===== config.mk =====
export PLATFORM = sky130hd
export DESIGN_NAME = anchor_scheduler
export DESIGN_NICKNAME = d
export VERILOG_FILES = /design/src/rtl/anchor_scheduler.sv
export SDC_FILE = /design/constraint.sdc
export NUM_CORES = 1
export LEC_CHECK = 0
export BUFFER_PORTS_ARGS = -buffer_cell sky130_fd_sc_hd__buf_4
export CAP_MARGIN = 20
export CELL_PAD_IN_SITES_DETAIL_PLACEMENT = 1
export CELL_PAD_IN_SITES_GLOBAL_PLACEMENT = 2
export CORE_MARGIN = 10
export CORE_UTILIZATION = 32
export DETAILED_ROUTE_END_ITERATION = 12
export GPL_TIMING_DRIVEN = 0
export PLACE_DENSITY = 0.85
export SLEW_MARGIN = 5
export SYNTH_ARGS = -nofsm -noshare
export SYNTH_HDL_FRONTEND = slang
export SYNTH_SLANG_ARGS = --single-unit

===== constraint.sdc =====
create_clock -name clk -period 2.9 [get_ports clk]
set_input_delay 0.145 -clock clk [delete_from_list [all_inputs] [get_ports clk]]
set_output_delay 0.145 -clock clk [all_outputs]
set_load 0.02 [all_outputs]

===== src/rtl/anchor_scheduler.sv =====
// Frame-level sequencer for the blur/sobel/nms pipeline: walks the processing
// anchor in raster order, launches the stage controllers and joins their final flags.
module anchor_scheduler #(
    parameter int unsigned IMG_W         = 640,
    parameter int unsigned IMG_H         = 480,
    parameter int unsigned STEP_X        = 12,
    parameter int unsigned STEP_Y        = 1,
    parameter int unsigned NUM_STAGES    = 3,
    parameter int unsigned SETTLE_CYCLES = 2
) (
    input  logic                  clk,
    input  logic                  n_rst,
    input  logic                  start,
    input  logic                  abort,
    input  logic                  pause,
    input  logic                  mem_ready,
    input  logic [NUM_STAGES-1:0] stage_final,
    output logic                  load_req,
    output logic                  anchor_moving,
    output logic [31:0]           anchor_x,
    output logic [31:0]           anchor_y,
    output logic                  busy,
    output logic                  frame_done,
    output logic [15:0]           win_count
);

    // Last legal anchor positions: the largest stride multiple that still fits.
    localparam logic [31:0] MAX_X       = 32'((IMG_W - STEP_X) / STEP_X * STEP_X);
    localparam logic [31:0] MAX_Y       = 32'((IMG_H - STEP_Y) / STEP_Y * STEP_Y);
    localparam logic [31:0] STEP_X_W    = 32'(STEP_X);
    localparam logic [31:0] STEP_Y_W    = 32'(STEP_Y);
    localparam logic [3:0]  SETTLE_INIT = 4'(SETTLE_CYCLES);

    typedef enum logic [2:0] {
        IDLE,
        LOAD,
        MOVE,
        SETTLE,
        WAIT,
        ADVANCE,
        HOLD,
        DONE
    } state_e;

    state_e      state_q,    state_d;
    logic [31:0] anchor_x_q, anchor_x_d;
    logic [31:0] anchor_y_q, anchor_y_d;
    logic [15:0] win_cnt_q,  win_cnt_d;
    logic [3:0]  settle_q,   settle_d;

    logic load_req_q,      load_req_d;
    logic anchor_moving_q, anchor_moving_d;
    logic busy_q,          busy_d;
    logic frame_done_q,    frame_done_d;

    always_comb begin
        // NOTE: every signal assigned below gets its hold value first, so no path
        // through the case statement can leave one unassigned and infer a latch.
        state_d    = state_q;
        anchor_x_d = anchor_x_q;
        anchor_y_d = anchor_y_q;
        win_cnt_d  = win_cnt_q;
        settle_d   = settle_q;

        unique case (state_q)
            IDLE: begin
                if (start && !abort) begin
                    anchor_x_d = '0;
                    anchor_y_d = '0;
                    win_cnt_d  = '0;
                    state_d    = LOAD;
                end
            end
            LOAD: begin
                if (mem_ready) state_d = MOVE;
            end
            MOVE: begin
                settle_d = SETTLE_INIT;
                state_d  = SETTLE;
            end
            SETTLE: begin
                // Stage flags may still be stale from the previous window here.
                settle_d = settle_q - 4'd1;
                if (settle_q <= 4'd1) state_d = WAIT;
            end
            WAIT: begin
                if (&stage_final) state_d = ADVANCE;
            end
            ADVANCE: begin
                if (win_cnt_q != 16'hFFFF) win_cnt_d = win_cnt_q + 16'd1;
                if (anchor_x_q == MAX_X && anchor_y_q == MAX_Y) begin
                    state_d = DONE;
                end else begin
                    if (anchor_x_q == MAX_X) begin
                        anchor_x_d = '0;
                        anchor_y_d = anchor_y_q + STEP_Y_W;
                    end else begin
                        anchor_x_d = anchor_x_q + STEP_X_W;
                    end
                    state_d = pause ? HOLD : LOAD;
                end
            end
            HOLD: begin
                if (!pause) state_d = LOAD;
            end
            DONE: begin
                anchor_x_d = '0;
                anchor_y_d = '0;
                state_d    = IDLE;
            end
        endcase

        // Abort overrides every transition above; the window count is kept.
        if (abort && state_q != IDLE) begin
            state_d    = IDLE;
            anchor_x_d = '0;
            anchor_y_d = '0;
        end

        // Outputs are registered from the next state, so they match a Moore decode
        // of the current state without any combinational path to the ports.
        load_req_d      = (state_d == LOAD);
        anchor_moving_d = (state_d == MOVE);
        frame_done_d    = (state_d == DONE);
        busy_d          = (state_d != IDLE);
    end

    always_ff @(posedge clk or negedge n_rst) begin
        if (!n_rst) begin
            state_q         <= IDLE;
            anchor_x_q      <= '0;
            anchor_y_q      <= '0;
            win_cnt_q       <= '0;
            settle_q        <= '0;
            load_req_q      <= 1'b0;
            anchor_moving_q <= 1'b0;
            busy_q          <= 1'b0;
            frame_done_q    <= 1'b0;
        end else begin
            // NOTE: non-blocking assignments make every flop sample the _d values
            // of the same cycle, independent of statement order.
            state_q         <= state_d;
            anchor_x_q      <= anchor_x_d;
            anchor_y_q      <= anchor_y_d;
            win_cnt_q       <= win_cnt_d;
            settle_q        <= settle_d;
            load_req_q      <= load_req_d;
            anchor_moving_q <= anchor_moving_d;
            busy_q          <= busy_d;
            frame_done_q    <= frame_done_d;
        end
    end

    assign load_req      = load_req_q;
    assign anchor_moving = anchor_moving_q;
    assign anchor_x      = anchor_x_q;
    assign anchor_y      = anchor_y_q;
    assign busy          = busy_q;
    assign frame_done    = frame_done_q;
    assign win_count     = win_cnt_q;

endmodule


==> impl_summary.log, run 1 <==
[metrics] status: finished clean
[metrics] Syn. warnings: 0
[metrics] HPWL after detailed placement: between 10000 and 15000 um
[metrics] final design instance area without fill: approximately 0.0063 mm^2
[metrics] sum of internal, switching and leakage power: 2.91 mW
[metrics] routability cong.: 0.806
[metrics] most prevalent standard cell on the critical path: sky130_fd_sc_hd__buf_4
[metrics] Flop pwr share: 0.450
[metrics] total count of max-transition violations in the final report: 0
[metrics] drt wl/cell: 18.1 um
[metrics] chip height: 145 um
[metrics] setup skew after layout: 7.23 ps
[metrics] synth cell count leaders: sky130_fd_sc_hd__dfrtp_1 (89), sky130_fd_sc_hd__nand2_1 (66), sky130_fd_sc_hd__nor2_1 (58)
[metrics] Die W: around 150 um
[metrics] number of design rule violations left after detail routing: 0
[metrics] actual slew at the worst max-slew pin: 885 ps
[metrics] average via count per standard cell: about 5.4
[metrics] CP endpoint kind: flip-flop
[metrics] Crit Path Class: reg2reg
[metrics] die area: between 0.02 and 0.025 mm^2
[metrics] total routing resource utilization after global routing: 0.152
[metrics] diodes inserted: 0
[metrics] detailed router's first-iteration violation count: 185
[metrics] Max H-tree Level: 3
[metrics] peak ir drop on the vdd network: between 0.2 and 0.3 mV
[metrics] combinational share of power: 0.139
[metrics] top-count cell post-synth: sky130_fd_sc_hd__dfrtp_1
[metrics] number of CTS-inserted buffers: 9
[metrics] post-synthesis instance area: approximately 0.0050 mm^2
[metrics] wire length reported by the detailed router: 16100 um
[metrics] number of antenna violations at the first check in global routing: 0
[metrics] Fin Setup TNS: 0 ps
[metrics] # nets final: between 600 and 700
[metrics] number of distinct standard cells referenced by the synthesized netlist: 64
[metrics] first-pass GRT wire length: 26900 um
[metrics] routed wl met2: roughly 8000 um
[metrics] cell count after synthesis: about 570
[metrics] sw frac: 0.276
[metrics] clock network fraction of total power: 0.412
[metrics] via count: roughly 4800
[metrics] first-pass iteration count of the detailed router: 4
[metrics] areal power density over the cells: 459 mW/mm^2
[metrics] sequence of cells on the critical path: ha_1 > and4_1 > nand3_2 > or3_1 > buf_2 > a31oi_4 > buf_4 > buf_4 > o21ai_1 > a21oi_1
[metrics] Leakage Power: about 2.8 nW
[metrics] Placed Area: between 0.006 and 0.007 mm^2
[metrics] Top delay family on crit path: simple AND/OR/NAND/NOR gates
[metrics] Critical Path Start Type: flip-flop
[metrics] synth-to-layout area growth: 26.1%
[metrics] clock tree from TritonCTS: built
[metrics] sequential area share after synthesis: 0.443
[metrics] clock latency on the worst-skew pair: around 350 ps
[metrics] number of global-route vias before repair: just over 5000
[metrics] Min Clock Period, post-route: approximately 2700 ps
[metrics] clock tree root driver cell: sky130_fd_sc_hd__clkbuf_16
[metrics] antenna viol nets, final: 0
[metrics] Hold Vio Cnt, Final: 0
[metrics] share of synthesized registers carrying an async set or reset: 1.00
[metrics] master of the slowest instance on the critical path: sky130_fd_sc_hd__dfrtp_1
[metrics] row count: 45
[metrics] Internal: approximately 2.1 mW
[metrics] met3 WL post-DR: between 700 and 800 um
[metrics] ratio of cells with drive above 1 in the final layout: 0.207
[metrics] post-synthesis area per instance: ~8.9 um^2
[metrics] worst max-slew margin expressed relative to the limit: 0.405
[metrics] WP data required: roughly 3200 ps
[metrics] arrival time of data at the critical path endpoint: about 3000 ps
[metrics] clock tree buffer depth: 2
[metrics] CORE AREA: 0.0153 mm^2
[metrics] Max Cap Viol: 0
[metrics] number of synthesized flops with an enable pin: 0
[metrics] count of buffer and inverter cells on the critical path: 3
[metrics] part of the cycle the worst path needs: 0.937
[metrics] cell taking the most area after synthesis: sky130_fd_sc_hd__dfrtp_1
[metrics] Worst Hold Class: in2reg
[metrics] area share of the leading cell type in the synthesized netlist: 0.443
[metrics] total of flip-flops plus latches after synthesis: 89
[metrics] upper clock frequency limit: about 370 MHz
[metrics] highest metal layer used by the detailed router: met4
[metrics] clock slew at reported path FFs: around 70 ps
[metrics] net load switching power: about 0.8 mW
[metrics] crit path max fanout: 10
[metrics] leading cell types by total area after synthesis: sky130_fd_sc_hd__dfrtp_1 (44%), sky130_fd_sc_hd__nand2_1 (4.9%), sky130_fd_sc_hd__nor2_1 (4.3%), sky130_fd_sc_hd__o21ai_0 (3.4%), sky130_fd_sc_hd__a21oi_1 (3.0%)
[metrics] total number of clock tree sinks: 89
[metrics] I/O pin count: 93
[metrics] Port-buffer cells: 90
[metrics] most common flop cell mapped by yosys: sky130_fd_sc_hd__dfrtp_1
[metrics] setup-violating endpoint count in the final report: 0
[metrics] setup repair after global routing missed its margin: true
[metrics] CP max stage delay: 430 ps
[metrics] starting density of the core: 0.328
[metrics] total global routing overflow: 0
[metrics] pin count of the biggest net entering global routing: 66
[metrics] wire length the detailed router placed on met1: 7150 um
## power groups by stage
stage                     registers (mW)  clock network [mW]  logic [mW]
after floorplan                     1.33                   0       0.247
after global placement              1.33                   0       0.374
after detailed placement            1.33                   0       0.398
after CTS                           1.31                1.24       0.408
after global routing                1.32                1.28       0.453
final                               1.31                1.20       0.404
## area by class of cell
cell class / instances / area (um^2)
Buffer: 26 / 134
Clock buffer: 12 / 246
Clock inverter: 4 / 52.6
Fill cell: 1853 / 8970
Inverter: 16 / 60.1
Multi-Input combinational cell: 436 / 2630
Sequential cell: 89 / 2230
Tap cell: 211 / 264
Timing Repair Buffer: 94 / 728
## kinds of logic after synthesis
kind of cell               Yosys count  synth area share
AOI/OAI and AO/OA                  121             0.157
xor gates and xnor gates            28            0.0488
adders and majority gates            5            0.0124
buffers and inverters               42            0.0381
DFF                                 89             0.443
muxes                                3           0.00622
other                                1          0.000746
and+or+nand+nor                    277             0.294
## per-stage QoR
stage / std cells / hold WS, ps / setup slack, ps / utilization
6_report: 888 / 48.1 / 183 / 0.414
5_1_grt: 888 / 52.6 / -24.2 / 0.414
4_1_cts: 888 / 30.6 / 21.8 / 0.413
3_5_place_dp: 869 / 92.2 / -53.8 / 0.392
3_3_place_gp: 868 / 406 / 4.79 / 0.390
2_1_floorplan: 567 / -151 / 461 / -
## layout by cell type (no fill, tap or decap), types with 12 or more instances in the layout
cell type,n
sky130_fd_sc_hd__xnor2_1,12
sky130_fd_sc_hd__nor4_1,16
sky130_fd_sc_hd__or3_1,20
sky130_fd_sc_hd__inv_1,15
sky130_fd_sc_hd__nor2_1,58
sky130_fd_sc_hd__buf_4,98
sky130_fd_sc_hd__clkbuf_1,16
sky130_fd_sc_hd__a21oi_1,30
sky130_fd_sc_hd__xor2_1,16
sky130_fd_sc_hd__nand4_1,16
sky130_fd_sc_hd__o21ai_0,34
sky130_fd_sc_hd__nor3_1,16
sky130_fd_sc_hd__dfrtp_1,88
sky130_fd_sc_hd__nand3_1,24
sky130_fd_sc_hd__nand2_1,66
## state kept, by name, summed over array words and instances, names as in the netlist
name and flops:
anchor_moving 1, win_count 16, busy 1, anchor_x 30
frame_done 1, settle_q 4, state_q 3, load_req 1
anchor_y 32
## path summary, 6_finish.rpt
kind	startpoint	depth (start not counted)	slack [ps]	to
worst max-delay path	anchor_y[1]	10	180	anchor_y[20]
worst min-delay path	abort	2	50	state_q[2]
worst max register to register	anchor_y[1]	10	180	anchor_y[20]
worst min register to register	anchor_y[0]	1	550	anchor_y[0]
max in group asynchronous	n_rst	3	1980	settle_q[1]
min in group asynchronous	n_rst	2	250	anchor_x[2]
## repair_timing
item	4_1_cts	5_1_grt
hold buffers	1	0
buffers inserted	2	0
endpoints found under the setup margin	12	25
hold endpoints to repair	24	0
gates resized for setup	0	5
pin swaps	1	1
## routing by layer
metal	up-vias	track usage
met2	100	0.256
met4	0	0.0495
met5	-	0
met3	21	0.0382
met1	2388	0.186
li1	2265	-
No activity file was read; power rests on OpenSTA's default activity.
==> run 2, diff against run 1 <==
--- a/config.mk
+++ b/config.mk
@@ -9,11 +9,11 @@
 export CAP_MARGIN = 20
 export CELL_PAD_IN_SITES_DETAIL_PLACEMENT = 1
 export CELL_PAD_IN_SITES_GLOBAL_PLACEMENT = 2
-export CORE_MARGIN = 10
-export CORE_UTILIZATION = 32
+export CORE_MARGIN = 2
+export CORE_UTILIZATION = 30
 export DETAILED_ROUTE_END_ITERATION = 12
 export GPL_TIMING_DRIVEN = 0
-export PLACE_DENSITY = 0.85
+export PLACE_DENSITY = 0.83
 export SLEW_MARGIN = 5
 export SYNTH_ARGS = -nofsm -noshare
 export SYNTH_HDL_FRONTEND = slang
==> constraint.sdc (replaced) <==
create_clock -name clk -period 2.4 [get_ports clk]
set_input_delay 0.12 -clock clk [delete_from_list [all_inputs] [get_ports clk]]
set_output_delay 0.12 -clock clk [all_outputs]
set_load 0.02 [all_outputs]
==> impl_summary.log, run 2 (synthesized netlist as in run 1, its figures left out) <==
[metrics] register-to-register setup slack: -60 ps
[metrics] die area: 0.0178 mm^2
[metrics] areal power density over the cells: 518 mW/mm^2
[metrics] Hold Path Cell Cnt: 2
[metrics] Worst Hold Class: in2reg
[metrics] WP data required: about 2700 ps
[metrics] # nets final: 738
[metrics] peak ir drop on the vdd network: approximately 0.34 mV
[metrics] detailed router's first-iteration violation count: between 200 and 300
[metrics] wire length reported by the detailed router: ~18000 um
[metrics] pin count of the biggest net entering global routing: 58
[metrics] R2R Path End: anchor_y[20]
[metrics] Min Clock Period, post-route: approximately 2500 ps
[metrics] Max Cap Viol: 0
[metrics] Placed Cells incl. Taps: ~880
[metrics] Die W: about 130 um
[metrics] diodes inserted: 0
[metrics] total routing resource utilization after global routing: 0.188
[metrics] clock tree root driver cell: sky130_fd_sc_hd__clkbuf_16
[metrics] Critical Path Start Type: flip-flop
[metrics] Leakage Power: 3.22 nW
[metrics] Internal: ~2.7 mW
[metrics] Worst Hold Margin: 41.4 ps
[metrics] setup skew after layout: ~9 ps
[metrics] arrival time of data at the critical path endpoint: about 2700 ps
[metrics] setup repair after global routing missed its margin: true
[metrics] antenna viol nets, final: 0
[metrics] part of the cycle the worst path needs: 1.02
[metrics] Largest register FFs: 32
[metrics] Max H-tree Level: 3
[metrics] Crit Path Class: reg2reg
[metrics] clock tree buffer depth: 2
[metrics] crit path max fanout: 8
[metrics] commonest non-fill, non-tap cell in the layout: sky130_fd_sc_hd__buf_4
[metrics] number of design rule violations left after detail routing: 0
[metrics] ratio of cells with drive above 1 in the final layout: 0.370
[metrics] net load switching power: just over 1 mW
[metrics] clock latency on the worst-skew pair: roughly 350 ps
[metrics] status: complete, but fails checks
[metrics] row count: 47
[metrics] hold path startpoint: abort
[metrics] combinational share of power: 0.171
[metrics] CP endpoint kind: flip-flop
[metrics] clock slew at reported path FFs: approximately 70 ps
[metrics] Port-buffer cells: 90
[metrics] number of antenna violations at the first check in global routing: 0
[metrics] via count: 5124
[metrics] Worst R2R Path Depth: 9
[metrics] violated checks: setup timing
[metrics] clock tree from TritonCTS: built
[metrics] destination of the worst hold path: state_q[2]
[metrics] average via count per standard cell: roughly 5.4
[metrics] number of CTS-inserted buffers: 9
[metrics] total global routing overflow: 0
[metrics] routability cong.: just over 0.8
[metrics] total count of max-transition violations in the final report: 0
[metrics] synth-to-layout area growth: 45.2%
[metrics] fin cells: between 900 and 1000
[metrics] Hold Vio Cnt, Final: 0
[metrics] drt wl/cell: approximately 19 um
[metrics] I/O pin count: a little over 90
[metrics] total number of clock tree sinks: 89
[metrics] actual slew at the worst max-slew pin: approximately 840 ps
[metrics] setup-violating endpoint count in the final report: 6
[metrics] worst setup path startpoint: anchor_y[20]
[metrics] Flop pwr share: 0.418
[metrics] sum of internal, switching and leakage power: 3.78 mW
[metrics] chip height: about 130 um
[metrics] most frequent cells in the layout: sky130_fd_sc_hd__buf_4 (142), sky130_fd_sc_hd__dfrtp_1 (75), sky130_fd_sc_hd__nand2_1 (64)
[metrics] sw frac: 0.275
[metrics] first-pass GRT wire length: roughly 27000 um
[metrics] Fin Setup TNS: -118 ps
[metrics] number of global-route vias before repair: ~5200
[metrics] first-pass iteration count of the detailed router: 4
[metrics] HPWL after detailed placement: between 10000 and 15000 um
[metrics] worst max-slew margin expressed relative to the limit: 0.433
[metrics] setup ws final: -58.3 ps
[metrics] clock network fraction of total power: 0.411
[metrics] upper clock frequency limit: 407 MHz
[metrics] Reg-to-Reg Start: anchor_y[20]
[metrics] starting density of the core: 0.305
[metrics] CORE AREA: between 0.015 and 0.02 mm^2
==> run 2: changes by cell type in the layout (fill, tap and decap cells not counted), sizes merged <==
| cell | before | now |
|---|---|---|
| buf | 105 | 157 |
| bufinv | 1 | 2 |
| clkbuf | 26 | 24 |
| dlymetal6s2s | 0 | 1 |
==> run 2: metrics by stage <==
step                worst slack [ps]  utilization  cell area (um^2)
floorplan                       43.8            -              5040
finish                         -58.3        0.444              7300
global route                    -111        0.444              7300
global placement                -468        0.364              5990
CTS                            -11.5        0.405              6670
detailed placement              -461        0.365              6010
==> run 2: final cells by class <==
cell class,instances,area [um^2]
inverter,16,60.1
multi-input combinational,436,3010
clock inverter,5,78.8
clock buffer,11,243
sequential,89,2240
buffer,24,198
fill,1908,9160
tap,220,275
timing repair buffer,148,1190
==> run 2: layer usage <==
| layer | global-route usage | wire length, um | vias to the layer above |
|---|---|---|---|
| met5 | 0 | 0 | - |
| li1 | - | - | 2374 |
| met4 | 0.0650 | 291 | 0 |
| met3 | 0.0278 | 584 | 26 |
| met2 | 0.320 | 8940 | 119 |
| met1 | 0.244 | 8020 | 2605 |
==> run 2: power by group through the flow <==
stage	registers (mW)	logic (mW)	clock network, mW
floorplan	1.61	0.299	0
global placement	1.61	0.457	0
detailed placement	1.61	0.476	0
CTS	1.58	0.547	1.59
global route	1.59	0.702	1.65
finish	1.58	0.646	1.56
==> run 2: worst max-delay path, cell delays in order, from the launching register on <==
cell	delay, ps
sky130_fd_sc_hd__dfrtp_1	510
sky130_fd_sc_hd__nor3_1	310
sky130_fd_sc_hd__nand3_2	160
sky130_fd_sc_hd__or3_4	360
sky130_fd_sc_hd__buf_8	140
sky130_fd_sc_hd__a31oi_4	270
sky130_fd_sc_hd__buf_8	200
sky130_fd_sc_hd__buf_8	130
sky130_fd_sc_hd__o21ai_1	80
sky130_fd_sc_hd__a21oi_1	200
==> run 2: worst max path at each step <==
stage	slack [ps]	depth (start not counted)	endpoint
finish	-60	9	anchor_y[20]
global route	-110	9	anchor_y[3]
CTS	-10	8	anchor_y[7]
detailed placement	-460	10	anchor_x[24]
global placement	-470	10	anchor_x[17]
floorplan	40	10	anchor_y[28]
==> run 2: what timing repair did <==
item	CTS	global route
buffers inserted	24	30
resized for setup	35	99
pin swaps	10	48
endpoints found under the hold margin	32	0
endpoints found under the setup margin	67	77
cloned	0	2
hold buffers	1	0
